--- src/rtl/cdb_arbiter.sv ---
// cdb_arbiter: one-entry result buffer per functional unit, one buffer granted onto the CDB per cycle.
// Build option CDB_RR_EN: round-robin arbitration; when undefined, the lowest index wins.
module cdb_arbiter #(
    parameter int NUM_FU    = 4,
    parameter int PREG_BITS = 6,
    parameter int ROB_BITS  = 4
) (
    input  logic                               clk,
    input  logic                               rst,
    input  logic                               rob_flush,
    input  logic [NUM_FU-1:0]                  fu_valid,
    output logic [NUM_FU-1:0]                  fu_ready,
    input  logic [NUM_FU-1:0][PREG_BITS-1:0]   fu_pd,
    input  logic [NUM_FU-1:0][4:0]             fu_rd,
    input  logic [NUM_FU-1:0][31:0]            fu_data,
    input  logic [NUM_FU-1:0][ROB_BITS-1:0]    fu_rob_idx,
    output logic                               cdb_valid,
    output logic [PREG_BITS-1:0]               cdb_pd,
    output logic [4:0]                         cdb_rd,
    output logic [31:0]                        cdb_data,
    output logic [ROB_BITS-1:0]                cdb_rob_idx,
    output logic [NUM_FU-1:0]                  cdb_grant
);

    localparam int PTR_W = (NUM_FU > 1) ? $clog2(NUM_FU) : 1;

    logic [NUM_FU-1:0]                buf_valid_q, buf_valid_d;
    logic [NUM_FU-1:0][PREG_BITS-1:0] pd_q;
    logic [NUM_FU-1:0][4:0]           rd_q;
    logic [NUM_FU-1:0][31:0]          data_q;
    logic [NUM_FU-1:0][ROB_BITS-1:0]  rob_q;
    logic [NUM_FU-1:0]                accept;

`ifdef CDB_RR_EN
    logic [PTR_W-1:0] rr_ptr_q, rr_ptr_d;
    logic [PTR_W-1:0] cand, gidx;
`endif

    // Arbitration over registered buffers only, so no fu_* input reaches cdb_*.
    always_comb begin
        cdb_grant = '0;
`ifdef CDB_RR_EN
        cand = '0;
        gidx = rr_ptr_q;
        if (!rst && !rob_flush) begin
            for (int k = 0; k < NUM_FU; k++) begin
                cand = PTR_W'((int'(rr_ptr_q) + k) % NUM_FU);
                if (cdb_grant == '0 && buf_valid_q[cand]) begin
                    cdb_grant[cand] = 1'b1;
                    gidx            = cand;
                end
            end
        end
`else
        if (!rst && !rob_flush) begin
            for (int i = NUM_FU - 1; i >= 0; i--) begin
                if (buf_valid_q[i]) begin
                    cdb_grant    = '0;
                    cdb_grant[i] = 1'b1;
                end
            end
        end
`endif
    end

    assign cdb_valid = |cdb_grant;

    // One-hot AND-OR mux: payload is all-zero when nothing is granted.
    always_comb begin
        cdb_pd      = '0;
        cdb_rd      = '0;
        cdb_data    = '0;
        cdb_rob_idx = '0;
        for (int i = 0; i < NUM_FU; i++) begin
            if (cdb_grant[i]) begin
                cdb_pd      = cdb_pd | pd_q[i];
                cdb_rd      = cdb_rd | rd_q[i];
                cdb_data    = cdb_data | data_q[i];
                cdb_rob_idx = cdb_rob_idx | rob_q[i];
            end
        end
    end

    // A buffer being granted this cycle may be refilled on the same edge.
    assign fu_ready = {NUM_FU{!rst && !rob_flush}} & (~buf_valid_q | cdb_grant);
    assign accept   = fu_valid & fu_ready;

    always_comb begin
        buf_valid_d = (buf_valid_q & ~cdb_grant) | accept;
        if (rob_flush) begin
            buf_valid_d = '0;
        end
`ifdef CDB_RR_EN
        rr_ptr_d = rr_ptr_q;
        if (cdb_valid) begin
            rr_ptr_d = (gidx == PTR_W'(NUM_FU - 1)) ? '0 : gidx + 1'b1;
        end
`endif
    end

    always_ff @(posedge clk) begin
        if (rst) begin
            buf_valid_q <= '0;
`ifdef CDB_RR_EN
            rr_ptr_q    <= '0;
`endif
        end else begin
            buf_valid_q <= buf_valid_d;
`ifdef CDB_RR_EN
            rr_ptr_q    <= rr_ptr_d;
`endif
        end
    end

    always_ff @(posedge clk) begin
        for (int i = 0; i < NUM_FU; i++) begin
            if (accept[i]) begin
                pd_q[i]   <= fu_pd[i];
                rd_q[i]   <= fu_rd[i];
                data_q[i] <= fu_data[i];
                rob_q[i]  <= fu_rob_idx[i];
            end
        end
    end

endmodule

--- config.mk ---
export PLATFORM = sky130hd
export DESIGN_NAME = cdb_arbiter
export DESIGN_NICKNAME = d
export VERILOG_FILES = /design/src/rtl/cdb_arbiter.sv
export SDC_FILE = /design/constraint.sdc
export NUM_CORES = 1
export LEC_CHECK = 0
export CAP_MARGIN = 30
export CORE_MARGIN = 2
export CORE_UTILIZATION = 33
export DETAILED_ROUTE_END_ITERATION = 8
export SLEW_MARGIN = 10
export SYNTH_ARGS = -nofsm -noshare
export SYNTH_HDL_FRONTEND = slang
export SYNTH_SLANG_ARGS = --single-unit
--- constraint.sdc ---
create_clock -name clk -period 2.6 [get_ports clk]
set_clock_uncertainty 0.05 [all_clocks]
set_input_delay 0.39 -clock clk [delete_from_list [all_inputs] [get_ports clk]]
set_output_delay 0.39 -clock clk [all_outputs]
set_load 0.005 [all_outputs]
==> flow_metrics.tcl, run 1 <==
set metrics [dict create \
    status "finished clean" \
    place_congestion 0.8052 \
    synthCells 450 \
    synth_compound_area_frac 0.1624 \
    hold_path_class "input port to register" \
    h-tree-depth 4 \
    setup_tns_ns 0 \
    initial_utilization 0.3372 \
    fp.coreArea_um2 23540 \
    cts_sinks 192 \
    vdd_drop_max_uv 302.4 \
    critical_path_peak_fanout 19 \
    mostFrequentLayoutCells "clkdlybuf4s50_1 (201), edfxtp_1 (188), nor2b_1 (47), nand3_1 (47), dlygate4sd2_1 (44)" \
    fin_crit_sh 0.9781 \
    finalSetupViolCount 0 \
    diodes 0 \
    syn-cell-area_um2 7938 \
    cts_hold_buf 0 \
    async_flop_share 0 \
    slew_headroom 0.7194 \
    start_kind "input port" \
    drt_first_pass_iters 5 \
    yosys-mux-area-fraction 0 \
    die_w_um 159.1 \
    fmax_ghz 0.3932 \
    finalHoldViolCount 0 \
    synth_area_per_cell_um2 17.64 \
    period_minus_slack_ns 2.543 \
    clockBufferDepth 2 \
    rsz0062_at_grt "no" \
    power_per_cell_area_nw_per_um2 580.4 \
    postSynthRegisterBits 192 \
    clk_pin_slew_ns 0.08 \
    synth_xor_xnor_area_share 0 \
    port_buffers 250 \
    finalPower_mw 6.825 \
    slew_violations 0 \
    yosys.area_share.simple 0.08039 \
    drv_cap 0 \
    cts_buffers 17 \
    yosys_warnings 0 \
    vias_per_cell 5.024 \
    whs_ns 0.4590 \
    arrival_ns 2.10 \
    synth.top_cell.area_share 0.7112 \
    ys_seq_area_frac 0.7213 \
    synth_top_cell_by_area "edfxtp_1" \
    design_area_um2 11760 \
    io_pins 251 \
    synthAdderAreaFrac 0 \
    dieArea_um2 25310 \
    synth_edf_count 188 \
    drive_above_1_share 0.2069 \
    worstMarginPinSlew_ns 0.4209 \
    critical_path_class "input port to primary output" \
    grt_max_degree 37 \
    drtIter0Drc 243 \
    leakage_nw 4.215 \
    critPathMaxStageDelay_ns 0.52 \
    area_delta_synth_final_pct 48.14 \
    crit_top_cell "clkdlybuf4s50_1" \
    final_common_cell "clkdlybuf4s50_1" \
    antenna_found_initial 0 \
    syn_nets 645 \
    postLayoutCoreUtil 0.4995 \
    dp_hpwl_um 15320 \
    synthFlopType "edfxtp_1" \
    remaining_drc_errors 0 \
    required_ns 2.16 \
    global_route.usage.total 0.1823 \
    ant_nets 0 \
    drt_wl_total_um 22720 \
    routed-via-count 5245 \
    synthTopCellsByArea "edfxtp_1 (71%), o41ai_2 (6.8%), a221oi_2 (5.7%), nor2b_1 (3.7%), nand3_1 (3.0%)" \
    crit_chain "clkdlybuf4s50_1 -> or2_4 -> inv_4 -> buf_12 -> nand2_1 -> nor2_2 -> clkdlybuf4s50_1" \
    grt_pass1_wl_um 34850 \
    gr-total-overflow 0 \
    ys_types 27 \
    grt_pass1_vias 5782 \
    cp-end-kind "primary output" \
    synth_top_family_by_area "compound AO/OA/AOI/OAI gates" \
    rows 56 \
    wire_per_inst_um 21.76 \
    root_buffer "clkbuf_16" \
    clkLatencyLatePin_ns 0.43 \
    postPlaceCellArea_um2 11030 \
    crit_slowest_cell "clkdlybuf4s50_1" \
    nNetsFinal 907 \
    cts_tree "done" \
    die-height_um 159.1 \
]
[stage by stage]
step,std cells,setup WS (ns)
floorplan,450,0.02616
global placement,1002,-0.1084
detailed placement,1002,-0.1344
CTS,1044,-0.1248
global route,1044,0.001798
finish,1044,0.05681
[cell type report]
class,count,area (µm²)
clock buffers,17,425.4
clock inverters,15,143.9
fillers,2040,11780
inverters,2,10.01
multi-input cells,212,1986
flip-flops and latches,192,5736
well taps,319,399.1
repair buffers,287,3059
[what timing repair did]
item | in CTS | in global routing
buffers inserted | 8 | 0
setup endpoints to repair | 51 | 8
pin swaps | 7 | 4
gates resized for setup | 53 | 9
hold endpoints to repair | 0 | 0
gates cloned | 2 | 0
[state kept, by name, indices dropped and copies added, names as in the netlist, named ones only]
signal,cells
rob_q,16
data_q,128
buf_valid_q,3
rd_q,20
pd_q,24
[worst paths after layout]
kind	endpoint	cells past startpoint	slack (ns)	start
max	cdb_grant[3]	7	0.06	rob_flush
max reg2reg	data_q[125]	5	0.53	buf_valid_q[1]
min reg2reg	buf_valid_q[3]	2	0.50	buf_valid_q[3]
min	data_q[9]	1	0.46	fu_data[9]
[critical path, delay by kind of cell]
kind	cells	cell delay [ns]
buffers and inverters	4	1.21
AND/OR/NAND/NOR	3	0.47
[metal layers]
metal  vias up  track usage  part of all wire
li1       2389            -                 -
met1      2639       0.2113              0.40
met2       184       0.3247              0.52
met5         -            0                 0
met3        33      0.05340             0.058
met4         0      0.05826             0.021
[power breakdown]
| group | switching, mW | leakage, nW | internal (mW) |
|---|---|---|---|
| combinational | 0.295 | 2.17 | 0.445 |
| sequential | 0.0413 | 1.76 | 3.51 |
| clock | 1.26 | 0.282 | 1.27 |
| total | 1.59 | 4.21 | 5.23 |
[kinds of logic after synthesis]
logic type             Yosys count
DFF                            192
and+or+nand+nor                112
AOI/OAI and AO/OA              100
buffers and inverters           46
[cell usage after synthesis (3+ instances only)]
library cell and count:
edfxtp_1 188, nand3_1 47, o41ai_2 33, buf_4 4
buf_2 15, a221oi_2 30, a221oi_1 17, nor2_1 5
and2_1 6, buf_12 3, buf_6 4, nor2b_1 47
dfxtp_1 4, o41ai_1 14, clkbuf_1 17, a21oi_1 5
Power figures use the tool's default switching activity.
==> run 2: changes to the inputs <==
--- a/config.mk
+++ b/config.mk
@@ -6,8 +6,9 @@
 export NUM_CORES = 1
 export LEC_CHECK = 0
 export CAP_MARGIN = 30
-export CORE_MARGIN = 2
+export CORE_MARGIN = 5
 export CORE_UTILIZATION = 33
+export CTS_CLUSTER_DIAMETER = 80
 export DETAILED_ROUTE_END_ITERATION = 8
 export SLEW_MARGIN = 10
 export SYNTH_ARGS = -nofsm -noshare
==> flow_metrics.tcl, run 2 (same netlist as run 1, synthesis figures left out) <==
set metrics [dict create \
    root_buffer "clkbuf_16" \
    dieArea_um2 27250 \
    drtIter0Drc 277 \
    h-tree-depth 4 \
    swShare 0.2303 \
    fp.coreArea_um2 23610 \
    dp_cells 1000 \
    grt_pass1_wl_um 35070 \
    rsz0062_at_grt "no" \
    slew_violations 0 \
    die_w_um 165.1 \
    ant_nets 0 \
    routed-via-count 5206 \
    power.share.clock 0.365 \
    reg.largest.list "data_q: 128 flops, pd_q: 24 flops, rd_q: 20 flops" \
    multi_input_area_um2 2051 \
    die-height_um 165.1 \
    period_minus_slack_ns 2.562 \
    port_buffers 250 \
    arrival_ns 2.12 \
    global_route.usage.total 0.1737 \
    clkLatencyLatePin_ns 0.43 \
    crit_start "rst" \
    fillers 2025 \
    rows 56 \
    setup_tns_ns 0 \
    cp-end-kind "primary output" \
    largest_reg_flops 128 \
    critical_path_peak_fanout 18 \
    min_from "fu_data[9]" \
    fin_crit_sh 0.9853 \
    grt_max_degree 39 \
    nNetsFinal 905 \
    hold_path_class "input port to register" \
    cts_buffers 17 \
    place_congestion 0.8024 \
    critical_path_class "input port to primary output" \
    antenna_found_initial 0 \
    gr-total-overflow 0 \
    finalHoldViolCount 0 \
    grt_pass1_vias 5798 \
    drt_wl_total_um 23670 \
    clockBufferDepth 2 \
    reg2reg_depth 5 \
    drive_above_1_share 0.2158 \
    slew_headroom 0.6528 \
    p_seq_frac 0.524 \
    postLayoutCoreUtil 0.4981 \
    io_pins 251 \
    required_ns 2.16 \
    min_to "data_q[9]" \
    top_register "data_q" \
    remaining_drc_errors 0 \
    internal_power_mw 5.217 \
    cts_tree "done" \
    mostFrequentLayoutCells "clkdlybuf4s50_1 (201), edfxtp_1 (188), nor2b_1 (47), nand3_1 (47), o41ai_2 (40)" \
    fin_cells 1043 \
    status "finished clean" \
    power.switching_mw 1.560 \
    reg2reg_from "buf_valid_q[2]" \
    finalSetupViolCount 0 \
    vdd_drop_max_uv 331.6 \
    initial_utilization 0.3362 \
    area_delta_synth_final_pct 48.17 \
    start_kind "input port" \
    final_common_cell "clkdlybuf4s50_1" \
    power_per_cell_area_nw_per_um2 576.2 \
    leakage_nw 4.136 \
    worstMarginPinSlew_ns 0.5208 \
    clk_pin_slew_ns 0.07 \
    dp_hpwl_um 16610 \
    vias_per_cell 4.991 \
    cts_sinks 192 \
    regToRegSetupSlack_ns 0.60 \
    wire_per_inst_um 22.69 \
    setup_ws_ns 0.03818 \
    dpl_worst_slack_ns -0.2265 \
    regArea_um2 5734 \
    hold_depth 1 \
    r2r_end "data_q[121]" \
    fmax_ghz 0.3903 \
    drt_first_pass_iters 4 \
    combPwrFrac 0.111 \
    drv_cap 0 \
]
## run 2: through the flow
stage,instance area [µm²],hold WS (ns),power (mW)
final,11760,0.4597,6.777
after global routing,11760,0.4278,7.038
after CTS,11770,0.4376,6.864
after detailed placement,11000,0.5667,4.363
after global placement,11000,0.5418,4.344
after floorplan,7940,0.4389,3.864
## run 2: worst max path at each step
stage | slack [ns] | to
finish | 0.04 | cdb_grant[3]
global placement | -0.25 | cdb_data[5]
CTS | -0.09 | cdb_data[9]
global route | 0.004 | cdb_data[20]
detailed placement | -0.23 | cdb_data[5]
floorplan | 0.03 | data_q[32]
## run 2: layer usage
metal / wire, µm / track usage / up-vias / part of all wire
met1: 9447 / 0.2099 / 2636 / 0.40
met2: 12510 / 0.3088 / 168 / 0.53
li1: - / - / 2382 / -
met3: 1441 / 0.04492 / 20 / 0.061
met5: 0 / 0 / - / 0
met4: 267 / 0.04423 / 0 / 0.011
## run 2: power groups by stage
stage | logic, mW | clock network [mW] | registers (mW)
after floorplan | 0.254 | 0 | 3.61
final | 0.753 | 2.47 | 3.55
after global routing | 0.798 | 2.68 | 3.56
after CTS | 0.764 | 2.55 | 3.55
after detailed placement | 0.732 | 0 | 3.63
after global placement | 0.718 | 0 | 3.63
## run 2: area by class of cell
type / instances / area share
sequential: 192 / 0.4876
timing repair buffer: 285 / 0.2562
multi-input combinational: 212 / 0.1744
clock buffer: 18 / 0.03649
tap: 319 / 0.03394
clock inverter: 14 / 0.01021
inverter: 2 / 0.001064
antenna: 1 / 0.0002128
## run 2: critical path: stages
cell	delay, ns
clkdlybuf4s50_1	0.40
or2_4	0.30
inv_6	0.11
buf_12	0.15
nand2_1	0.10
nor2_4	0.14
clkdlybuf4s50_1	0.52
## run 2: repair_timing
action / in CTS / in global routing
gates cloned: 1 / 0
gates resized for setup: 72 / 21
setup endpoints to repair: 50 / 14
hold buffers: 0 / 0
buffers inserted: 9 / 0
pin swaps: 7 / 3
==> run 3: changes to the inputs <==
--- a/config.mk
+++ b/config.mk
@@ -7,9 +7,10 @@
 export LEC_CHECK = 0
 export CAP_MARGIN = 30
 export CORE_MARGIN = 5
-export CORE_UTILIZATION = 33
+export CORE_UTILIZATION = 42
 export CTS_CLUSTER_DIAMETER = 80
 export DETAILED_ROUTE_END_ITERATION = 8
+export PLACE_DENSITY = 0.76
 export SLEW_MARGIN = 10
 export SYNTH_ARGS = -nofsm -noshare
 export SYNTH_HDL_FRONTEND = slang
==> flow_metrics.tcl, run 3 (same netlist as run 1, synthesis figures left out) <==
set metrics [dict create \
    grt_pass1_wl_um 33290 \
    whs_ns 0.4668 \
    hold_path_class "input port to register" \
    postLayoutCoreUtil 0.6218 \
    p_seq_frac 0.514 \
    clockBufferDepth 2 \
    crit_slowest_cell "dfxtp_2" \
    critical_path_peak_fanout 10 \
    fin_cells 961 \
    power_per_cell_area_nw_per_um2 596.9 \
    grt_max_degree 48 \
    slew_violations 0 \
    power.share.clock 0.381 \
    global_route.usage.total 0.2025 \
    required_ns 2.16 \
    drt_first_pass_iters 6 \
    routed-via-count 5270 \
    clk_pin_slew_ns 0.07 \
    critical_path_class "register to primary output" \
    vias_per_cell 5.484 \
    start_kind "register" \
    fmax_ghz 0.3956 \
    wl_met3_um 1187 \
    crit_top_cell "buf_4" \
    largest_reg_flops 128 \
    internal_power_mw 5.400 \
    wire_per_inst_um 23.33 \
    cts_tree "done" \
    fillers 1353 \
    dpl_worst_slack_ns -0.1291 \
    worstMarginPinSlew_ns 0.4225 \
    port_buffers 250 \
    initial_utilization 0.4258 \
    crit_chain "nor2b_4 -> buf_4 -> buf_12 -> buf_4 -> a221oi_2 -> o41ai_2 -> dlygate4sd2_1" \
    setup_tns_ns 0 \
    design_area_um2 11590 \
    dp_hpwl_um 15350 \
    h-tree-depth 4 \
    cts_buffers 17 \
    gr-total-overflow 0 \
    postPlaceCellArea_um2 10890 \
    multi_input_area_um2 1953 \
    setup_ws_ns 0.07236 \
    antenna_found_initial 1 \
    wl_met2_um 11540 \
    grt_pass1_vias 5798 \
    reg.largest.list "data_q: 128 flops, pd_q: 24 flops, rd_q: 20 flops" \
    finalHoldViolCount 0 \
    root_buffer "clkbuf_16" \
    place_congestion 0.8741 \
    critPathMaxStageDelay_ns 0.38 \
    drive_above_1_share 0.2039 \
    top_register "data_q" \
    swShare 0.2197 \
    drv_cap 0 \
    leakage_nw 4.179 \
    ant_nets 0 \
    fp.coreArea_um2 18640 \
    fin_crit_sh 0.9722 \
    rsz0062_at_grt "yes" \
    met1_length_um 8890 \
    finalPower_mw 6.920 \
    clkLatencyLatePin_ns 0.42 \
    regArea_um2 5736 \
    finalSetupViolCount 0 \
    dp_cells 917 \
    remaining_drc_errors 0 \
    io_pins 251 \
    cts_sinks 192 \
    mostFrequentLayoutCells "clkdlybuf4s50_1 (199), edfxtp_1 (188), nor2b_1 (47), nand3_1 (47), dlygate4sd2_1 (44)" \
    nNetsFinal 908 \
    final_common_cell "clkdlybuf4s50_1" \
    drtIter0Drc 348 \
    status "finished clean" \
    die-height_um 147.5 \
    die_w_um 147.5 \
    arrival_ns 2.09 \
    period_minus_slack_ns 2.528 \
    routed.top_layer "met4" \
    drt_wl_total_um 22420 \
    cp-end-kind "primary output" \
    slew_headroom 0.7183 \
    vdd_drop_max_uv 430.7 \
    power.switching_mw 1.520 \
    reg2reg_depth 5 \
    dieArea_um2 21750 \
    rows 50 \
    combPwrFrac 0.105 \
    area_delta_synth_final_pct 46.04 \
    hold_depth 1 \
]
run 3: changes by cell type in the layout (fill, tap and decap cells not counted), moves of 3 or more:
cell | previous run | this run
buf_12 | 23 | 18
clkdlybuf4s15_1 | 4 | 1
o41ai_2 | 40 | 34
o41ai_1 | 4 | 13
dlygate4sd2_1 | 37 | 44
buf_4 | 7 | 15
dlymetal6s2s_1 | 1 | 4
o41ai_4 | 3 | 0
clkbuf_2 | 7 | 2
run 3: power groups by stage:
| stage | sequential [mW] | clock, mW | combinational (mW) |
|---|---|---|---|
| 2_1_floorplan | 3.61 | 0 | 0.254 |
| 3_3_place_gp | 3.63 | 0 | 0.699 |
| 3_5_place_dp | 3.64 | 0 | 0.714 |
| 4_1_cts | 3.56 | 2.70 | 0.723 |
| 5_1_grt | 3.57 | 2.84 | 0.767 |
| 6_report | 3.56 | 2.64 | 0.724 |
run 3: worst paths after layout:
path	start	endpoint	slack, ns
max	buf_valid_q[3]	cdb_data[13]	0.07
min	fu_data[5]	data_q[5]	0.47
max reg2reg	buf_valid_q[2]	rd_q[16]	0.59
min reg2reg	buf_valid_q[3]	buf_valid_q[3]	0.52
run 3: final cells by class:
class / instances / share of cell area
Tap cell: 234 / 0.02526
Antenna cell: 1 / 0.0002159
Clock inverter: 15 / 0.01511
Multi-Input combinational cell: 212 / 0.1685
Inverter: 2 / 0.0006476
Timing Repair Buffer: 288 / 0.2588
Sequential cell: 192 / 0.4948
Clock buffer: 17 / 0.03670
run 3: per-layer routing:
layer | up-vias | track usage
met1 | 2649 | 0.2365
met4 | 0 | 0.09180
met3 | 46 | 0.05395
met2 | 187 | 0.3509
li1 | 2388 | -
met5 | - | 0
run 3: worst max-delay path, delay by kind of cell (launching register included):
kind            cells  cell delay (ns)
simple gates        1             0.20
flops               1             0.38
buf+inv             4             0.72
compound gates      2             0.36
run 3: timing repair:
item | CTS | global route
setup buffers | 9 | 2
hold buffers | 0 | 0
setup endpoints to repair | 54 | 9
resized for setup | 49 | 13
pin swaps | 10 | 4
